===== src/rtl/fmps_write_link_if.sv =====
// AXI-Stream TX channel between the FMPS link transmitter and the Aurora TX user interface.
interface fmps_write_link_if;
    logic        TVALID;
    logic        TLAST;
    logic [31:0] TDATA;
    logic        TREADY;

    modport master (output TVALID, output TLAST, output TDATA, input TREADY);
    modport slave  (input TVALID, input TLAST, input TDATA, output TREADY);
endinterface


===== src/rtl/fmps_write_link.sv =====
// FMPS cell-link transmitter: one two-word AXI-Stream packet (header, data+TLAST)
// per accepted fast-acquisition strobe, with completion strobe and statistics counters.
// Optional error injection ports are enabled by defining FMPS_WRITE_LINK_ERROR_INJECT_EN.
module fmps_write_link #(
    parameter int unsigned INDEX_WIDTH = 5,
    parameter int unsigned COUNT_WIDTH = 16
) (
    input  logic                   auroraClk,
    input  logic                   auroraResetN,
    input  logic                   FAstrobe,
    input  logic                   txEnable,
    input  logic                   fmpsEnabled,
    input  logic [INDEX_WIDTH-1:0] fmpsIndex,
    input  logic                   fmpsValid,
    input  logic [29:0]            fmpsData,
`ifdef FMPS_WRITE_LINK_ERROR_INJECT_EN
    input  logic                   injectBadPacket,
    input  logic                   injectBadHeader,
`endif
    fmps_write_link_if.master      axis,
    output logic                   statusStrobe,
    output logic [COUNT_WIDTH-1:0] txCount,
    output logic [COUNT_WIDTH-1:0] overrunCount,
    output logic                   busy
);

    typedef enum logic [1:0] {
        S_IDLE,
        S_HEADER,
        S_DATA
    } state_t;

    state_t      state;
    state_t      stateNext;

    // Header fields are captured straight into TDATA at the strobe, so only
    // the data-word fields need their own latches.
    logic        latValid;
    logic [29:0] latData;
    logic        badBit;
    logic [15:0] magic;

    logic        validNext;
    logic        lastNext;
    logic [31:0] dataNext;
    logic [31:0] headerWord;
    logic [31:0] dataWord;
    logic        capture;
    logic        sent;
    logic        overrunHit;

`ifdef FMPS_WRITE_LINK_ERROR_INJECT_EN
    logic        latBadPacket;

    // Capture the bad-packet request with the other fields on an accepted strobe.
    always_ff @(posedge auroraClk or negedge auroraResetN) begin
        if (!auroraResetN) begin
            latBadPacket <= 1'b0;
        end else if (capture) begin
            latBadPacket <= injectBadPacket;
        end
    end

    assign badBit = latBadPacket;
    assign magic  = injectBadHeader ? 16'hB6CE : 16'hB6CF;
`else
    assign badBit = 1'b0;
    assign magic  = 16'hB6CF;
`endif

    assign overrunHit = FAstrobe && txEnable && (state != S_IDLE);
    assign busy       = (state != S_IDLE);
    assign dataWord   = {~latValid, badBit, latData};

    // Header word assembled from the live inputs at the moment the strobe is accepted.
    always_comb begin
        headerWord                      = '0;
        headerWord[31:16]               = magic;
        headerWord[15]                  = fmpsEnabled;
        headerWord[10 +: INDEX_WIDTH]   = fmpsIndex;
    end

    // Next-state and next-output decode; outputs hold unless a transition occurs.
    always_comb begin
        stateNext = state;
        validNext = axis.TVALID;
        lastNext  = axis.TLAST;
        dataNext  = axis.TDATA;
        capture   = 1'b0;
        sent      = 1'b0;
        case (state)
            S_IDLE: begin
                if (FAstrobe && txEnable) begin
                    capture   = 1'b1;
                    stateNext = S_HEADER;
                    validNext = 1'b1;
                    lastNext  = 1'b0;
                    dataNext  = headerWord;
                end
            end
            S_HEADER: begin
                if (axis.TREADY) begin
                    stateNext = S_DATA;
                    lastNext  = 1'b1;
                    dataNext  = dataWord;
                end
            end
            S_DATA: begin
                if (axis.TREADY) begin
                    sent      = 1'b1;
                    stateNext = S_IDLE;
                    validNext = 1'b0;
                    lastNext  = 1'b0;
                    dataNext  = '0;
                end
            end
            default: stateNext = S_IDLE;
        endcase
    end

    // State, registered bus outputs and latched data-word fields.
    always_ff @(posedge auroraClk or negedge auroraResetN) begin
        if (!auroraResetN) begin
            state       <= S_IDLE;
            axis.TVALID <= 1'b0;
            axis.TLAST  <= 1'b0;
            axis.TDATA  <= '0;
            latValid    <= 1'b0;
            latData     <= '0;
        end else begin
            state       <= stateNext;
            axis.TVALID <= validNext;
            axis.TLAST  <= lastNext;
            axis.TDATA  <= dataNext;
            if (capture) begin
                latValid <= fmpsValid;
                latData  <= fmpsData;
            end
        end
    end

    // Completion strobe and link statistics: txCount wraps, overrunCount saturates.
    always_ff @(posedge auroraClk or negedge auroraResetN) begin
        if (!auroraResetN) begin
            statusStrobe <= 1'b0;
            txCount      <= '0;
            overrunCount <= '0;
        end else begin
            statusStrobe <= sent;
            if (sent) begin
                txCount <= txCount + 1'b1;
            end
            if (overrunHit && (overrunCount != '1)) begin
                overrunCount <= overrunCount + 1'b1;
            end
        end
    end

endmodule

===== src/flat_wrapper.sv =====
// flat-port wrapper written by rule: the top's interface ports become plain ports
module fmps_write_link_flat 
#(
    parameter int unsigned INDEX_WIDTH = 5,
    parameter int unsigned COUNT_WIDTH = 16
)
  (auroraClk, auroraResetN, FAstrobe, txEnable, fmpsEnabled, fmpsIndex, fmpsValid, fmpsData, statusStrobe, txCount, overrunCount, busy, axis_TVALID, axis_TLAST, axis_TDATA, axis_TREADY);
  fmps_write_link_if axis_i ();
  input  logic auroraClk;
  input  logic auroraResetN;
  input  logic FAstrobe;
  input  logic txEnable;
  input  logic fmpsEnabled;
  input  logic [INDEX_WIDTH-1:0] fmpsIndex;
  input  logic fmpsValid;
  input  logic [29:0] fmpsData;
  output logic statusStrobe;
  output logic [COUNT_WIDTH-1:0] txCount;
  output logic [COUNT_WIDTH-1:0] overrunCount;
  output logic busy;
  output wire logic [$bits(axis_i.TVALID)-1:0] axis_TVALID;
  output wire logic [$bits(axis_i.TLAST)-1:0] axis_TLAST;
  output wire logic [$bits(axis_i.TDATA)-1:0] axis_TDATA;
  input wire logic [$bits(axis_i.TREADY)-1:0] axis_TREADY;
  assign axis_TVALID = axis_i.TVALID;
  assign axis_TLAST = axis_i.TLAST;
  assign axis_TDATA = axis_i.TDATA;
  assign axis_i.TREADY = axis_TREADY;
  fmps_write_link #(.INDEX_WIDTH(INDEX_WIDTH), .COUNT_WIDTH(COUNT_WIDTH)) u_core (.auroraClk(auroraClk), .auroraResetN(auroraResetN), .FAstrobe(FAstrobe), .txEnable(txEnable), .fmpsEnabled(fmpsEnabled), .fmpsIndex(fmpsIndex), .fmpsValid(fmpsValid), .fmpsData(fmpsData), .axis(axis_i), .statusStrobe(statusStrobe), .txCount(txCount), .overrunCount(overrunCount), .busy(busy));
endmodule

===== config.mk =====
export PLATFORM = sky130hd
export DESIGN_NAME = fmps_write_link_flat
export DESIGN_NICKNAME = d
export VERILOG_FILES = /design/src/rtl/fmps_write_link_if.sv /design/src/rtl/fmps_write_link.sv /design/src/flat_wrapper.sv
export SDC_FILE = /design/constraint.sdc
export NUM_CORES = 1
export LEC_CHECK = 0
export BUFFER_PORTS_ARGS = -buffer_cell sky130_fd_sc_hd__buf_4
export CAP_MARGIN = 25
export CORE_MARGIN = 3
export CORE_UTILIZATION = 25
export CTS_CLUSTER_DIAMETER = 50
export DETAILED_ROUTE_END_ITERATION = 10
export PLACE_DENSITY = 0.42
export SYNTH_ARGS = -nofsm -noshare
export SYNTH_HDL_FRONTEND = slang
export SYNTH_SLANG_ARGS = --single-unit

===== constraint.sdc =====
create_clock -name auroraClk -period 1.8 [get_ports auroraClk]
set_input_delay 0.18 -clock auroraClk [delete_from_list [all_inputs] [get_ports auroraClk]]
set_output_delay 0.18 -clock auroraClk [all_outputs]
set_load 0.01 [all_outputs]

# Word level (Yosys, flattened, before mapping)
# Index checks and enable logic that the tools add are counted.
totals:
  reg_bits: 100
  out_inout_bits: 68
  in_bits: 42
op_classes:
  n_mux: 18
  n_addsub: 2
  bitwise_logic: 1
  n_eq_ne: 6
  n_reduce_logical: 10
ops:
  columns: ["cell", "n"]
  rows:
  - ["$mux 32", 3]
  - ["$pmux 32 s3", 1]
  - ["$add 16x1->16 const B", 2]
  - ["$ne 16x16->1 const B", 1]
  - ["$mux 1", 8]
  - ["$mux 2", 3]
  - ["$pmux 2 s3", 1]
  - ["$reduce_and 3->1", 2]
  - ["$ne 2x2->1 const B", 2]
  - ["$reduce_and 4->1", 1]
  - ["$reduce_bool 2->1", 2]
  - ["$logic_and 1x1->1", 3]
  - ["$pmux 1 s3", 1]
  - ["$reduce_bool 3->1", 1]
  - ["$eq 2x1->1 const B", 1]
  - ["$eq 2x2->1 const B", 1]
  - ["$logic_not 2->1", 1]
  - ["$ne 2x1->1 const B", 1]
  - ["$pmux 1 s2", 1]
  - ["$not 1->1", 1]

# Longest topological paths before layout
logic_depth:
  ltp_word: 3
  ltp_mapped: 8
  mapped_depth_nobuf: 6

# Worst setup path after synthesis
# OpenSTA, ideal clock, no wires.
synth_timing:
  path_type: "reg-to-reg"
  startpoint: "register u_core.state[0]"
  endpoint: "register u_core.axis.TDATA[15]"
  arrival_time_ns: 1.808
  setup_time_ns: 0.126
  n_path_buf: 2
  path_stages_with_launch: 9
  required_time_ns: 1.674
  slack_ns: -0.134
  path_cell_list: "dfrtp_1 inv_1 ha_1 o21ba_2 a211o_1 clkbuf_1 clkbuf_1 a221oi_1 nor2_1"
synth_between:
  elab_chain_cells: 3
  elab_cells_between_ends: 9
synth_rtl:
  columns: ["element", "line_no", "source"]
  rows:
  - ["from (decl)", "fmps_write_link.sv:33", "state_t state;"]
  - ["from (signal assigned)", "fmps_write_link.sv:131", "state <= stateNext;"]
  - ["$eq 2x2->1, or another cell as far along", "fmps_write_link.sv:91", "case (state)"]
  - ["$ne 2x2->1 (no source line), or another cell as far along", null, null]
  - ["$reduce_and 4->1 (no source line)", null, null]
  - ["to (signal assigned)", "fmps_write_link.sv:134", "axis.TDATA <= dataNext;"]
  - ["to (decl)", "fmps_write_link_if.sv:8", "modport master (output TVALID, output TLAST, output TDATA, input TREADY);"]
# Parallel ways exist; a longest one is shown, timed or not.
# A chain may end at the register's enable or synchronous reset.

# Final worst setup path
layout_timing:
  startpoint: "register u_core.state[0]"
  endpoint: "register u_core.axis.TDATA[21]"
# Same word-level chain as after synthesis.

==> impl_metrics.json <==
{
  "grt_antenna_before_repair": 0,
  "worst-path-stages": 9,
  "cp.arrival_ps": 2030,
  "ys_seq_area_share_pct": 59.25,
  "cts_buffer_depth": 2,
  "clkTransAtPathRegs_ps": 70,
  "criticalPathCategory": "reg2reg",
  "status": "completed",
  "start_util_pct": 25.95,
  "required_ps": 2090,
  "grt_max_degree": 35,
  "pin_count": 110,
  "h-tree-depth": 3,
  "vias": 3172,
  "grt_setup_unrepaired": "true",
  "synthToLayoutAreaGrowth_pct": 41.56,
  "combPwrFrac_pct": 39.0,
  "yosysTopAreaCell": "dfrtp_1",
  "finalPower_mw": 9.077,
  "cpPeakStageDelay_ps": 420,
  "finalHoldViolCount": 0,
  "slew_headroom_pct": 65.25,
  "drc": 0,
  "reg2regPathDepth": 9,
  "hold_path_class": "in2reg",
  "n_fill_cell": 1632,
  "drv_cap": 0,
  "p_switching_mw": 3.211,
  "place_area_um2": 5504,
  "p_sw_share_pct": 35.37,
  "drive_gt1_share_pct": 38.04,
  "crit_family": "buffers and inverters",
  "peakVddDrop_v": 0.0004854,
  "portBuffers": 108,
  "timing.final.crit_share_pct": 96.33,
  "syn_area_um2": 4182,
  "syn-mean-instance-area_um2": 11.33,
  "power_frac_clock_pct": 20.8,
  "drtAntennaViolNets": 0,
  "vias_per_cell": 4.369,
  "crit_path_end_kind": "flop",
  "place_ws_ps": -87.30,
  "cts_num_sinks": 99,
  "synthCells": 369,
  "first_pass_iters": 4,
  "path_buf_inv": 4,
  "rr_startpoint": "u_core.state[0]$_DFFE_PN0P_",
  "dieWidth_um": 135.3,
  "cts_root_buf": "clkbuf_16",
  "crit_path_cell_trace": "inv_2 > ha_2 > o21ba_4 > buf_4 > a211oi_4 > buf_4 > clkbuf_16 > nand3_1 > nand2_1",
  "fp.dieH_um": 135.3,
  "internal_power_mw": 5.866,
  "synth.area.top_cells": "dfrtp_1 59%, mux2_1 5.4%, nand2_1 4.9%",
  "fin_ws_ps": 66.11,
  "crit_path_start_kind": "flop",
  "p_per_area_nw_per_um2": 1533,
  "synth-edff-count": 0,
  "reg2reg_slack_ps": 70,
  "grt_use_total_pct": 11.91,
  "grt_pass1_wl_um": 17140,
  "hpwlAfterDp_um": 7608,
  "seqPwrFrac_pct": 40.2,
  "rr_endpoint": "u_core.axis.TDATA[21]$_DFFE_PN0P_",
  "yosysWarnings": 0,
  "synth_flop_cell": "dfrtp_1",
  "cp_slowest_cell": "dfrtp_1",
  "synth_nets": 418,
  "skew_ps": 9.182,
  "endpoint": "u_core.axis.TDATA[21]$_DFFE_PN0P_",
  "setup_tns_ps": 0,
  "fin_nets": 554,
  "cts_tree": "built",
  "startpoint": "u_core.state[0]$_DFFE_PN0P_",
  "synth_cell_type_count": 36,
  "final_area_um2": 5919,
  "core_area_um2": 16120,
  "ys_async_sr_fraction_pct": 100.0,
  "fin_crit_ps": 1734,
  "diodes": 0,
  "numCtsBuffers": 9,
  "first_iter_violations": 108,
  "utilization_pct": 36.73,
  "yosys_register_bits": 99,
  "num_rows": 46,
  "globalRoute.totalOverflow": 0,
  "place_congestion": 0.7617,
  "worst_pin_slew_ps": 521.3,
  "fmax_ghz": 0.5767,
  "wl_um": 10750,
  "drv_slew": 0,
  "setup_viol": 0,
  "crit_top_cell": "buf_4",
  "wl_per_cell_um": 14.81,
  "worst-path-max-fanout": 5,
  "clock_latency_ps": 350,
  "die_area_um2": 18310,
  "grt_pass1_vias": 3253,
  "synth_top_area_share_pct": 59.25,
  "p_leak_nw": 2.807
}
==> state kept, by name, indices dropped and copies added (netlist names) <==
| name | cells |
|---|---|
| u_core.overrunCount | 16 |
| u_core.latValid | 1 |
| u_core.latData | 30 |
| u_core.statusStrobe | 1 |
| u_core.axis.TDATA | 31 |
| u_core.axis.TVALID | 1 |
| u_core.state | 2 |
| u_core.txCount | 16 |
| u_core.axis.TLAST | 1 |
==> final cells by class <==
class                           count  area [um2]  share of cell area [%]
Multi-Input combinational cell    242        1677                   28.32
Clock inverter                      7       60.06                   1.015
Sequential cell                    99        2479                   41.87
Timing Repair Buffer              145        1179                   19.91
Clock buffer                        9       225.2                   3.805
Inverter                            8       30.03                  0.5073
Tap cell                          216       270.3                   4.566
==> logic make-up after synthesis <==
kind of cell,count (synthesis),share of synthesized area (%)
adder cells (fa/ha/maj),7,2.094
buffers and inverters,28,2.663
other,1,0.08968
multiplexers,33,8.977
AND/OR/NAND/NOR,131,14.81
AO/OA/AOI/OAI,42,6.253
XOR/XNOR,28,5.865
flip-flops,99,59.25
==> worst reg2reg max path: cells and delay by family, from the launching register on <==
family | cells | cell delay, ps
buf+inv | 4 | 530
flops | 1 | 420
simple gates | 2 | 150
fa+ha+maj | 1 | 200
compound gates | 2 | 390
==> through the flow <==
step	cells	hold WS [ps]
after floorplan	369	-115.6
after global placement	705	197.8
after detailed placement	705	191.3
after CTS	722	17.69
after global routing	726	18.57
final	726	34.11
==> layout by cell type, fill, tap and decap left out, types with 3 or more instances in the layout <==
cell / netlist / final
clkinvlp_4: 0 / 3
nor3_2: 0 / 3
o21ai_1: 13 / 13
buf_4: 1 / 136
xor2_1: 5 / 5
ha_2: 0 / 3
nor2_1: 17 / 16
a21oi_1: 14 / 14
a221oi_1: 5 / 3
and3_1: 5 / 5
nand3_1: 27 / 26
clkbuf_16: 0 / 10
nand4_1: 13 / 13
mux2_1: 20 / 20
inv_1: 8 / 7
mux2_2: 12 / 12
dfrtp_1: 99 / 98
xnor2_1: 23 / 23
nand2_1: 55 / 55
ha_1: 7 / 4
buf_12: 0 / 5
==> layer usage <==
layer / up-vias / track usage [%] / routed length [um]
li1: 1542 / - / -
met5: - / 0 / 0
met3: 9 / 2.823 / 414
met1: 1558 / 14.88 / 4726
met2: 63 / 20.13 / 5443
met4: 0 / 4.311 / 169
==> worst min-delay path by stage <==
| stage | start | endpoint | slack, ps | cells after the start |
|---|---|---|---|---|
| 2_1_floorplan | auroraResetN | u_core.axis.TDATA[0]$_DFFE_PN0P_ | -120 | 0 |
| 3_3_place_gp | auroraResetN | u_core.axis.TDATA[25]$_DFFE_PN0P_ | 200 | 1 |
| 3_5_place_dp | auroraResetN | u_core.axis.TDATA[25]$_DFFE_PN0P_ | 190 | 1 |
| 4_1_cts | fmpsData[5] | u_core.latData[5]$_DFFE_PN0P_ | 20 | 2 |
| 5_1_grt | fmpsData[8] | u_core.latData[8]$_DFFE_PN0P_ | 20 | 2 |
| 6_report | fmpsData[5] | u_core.latData[5]$_DFFE_PN0P_ | 30 | 2 |
==> power by group through the flow <==
stage	Sequential [mW]	Combinational [mW]	Clock, mW
2_1_floorplan	3.79	1.63	0
3_3_place_gp	3.69	3.31	0
3_5_place_dp	3.70	3.38	0
4_1_cts	3.66	3.42	1.97
5_1_grt	3.77	3.94	2.05
6_report	3.65	3.54	1.89
==> cell usage after synthesis (2+ instances only) <==
master     n
and2_1     2
a21oi_1   14
inv_1      8
mux2_1    20
a31oi_1    2
nand4_2    2
nor3_1     4
mux2_2    12
a221oi_1   5
or4_1      2
nand4_1   13
nand2_1   55
clkbuf_1  13
o21ai_1   13
nor2_1    17
o21a_1     2
xor2_1     5
and3_1     5
ha_1       7
nor4_1     2
xnor2_1   23
buf_2      2
nand3_1   27
dfrtp_1   99
buf_1      4
==> what timing repair did <==
item	CTS	global route
hold endpoints to repair	31	0
gates cloned	0	2
endpoints found under the setup margin	17	78
resized for setup	5	10
hold buffers	1	0
pin swaps	1	8
setup buffers	0	2
No activity file was read; power rests on OpenSTA's default activity.
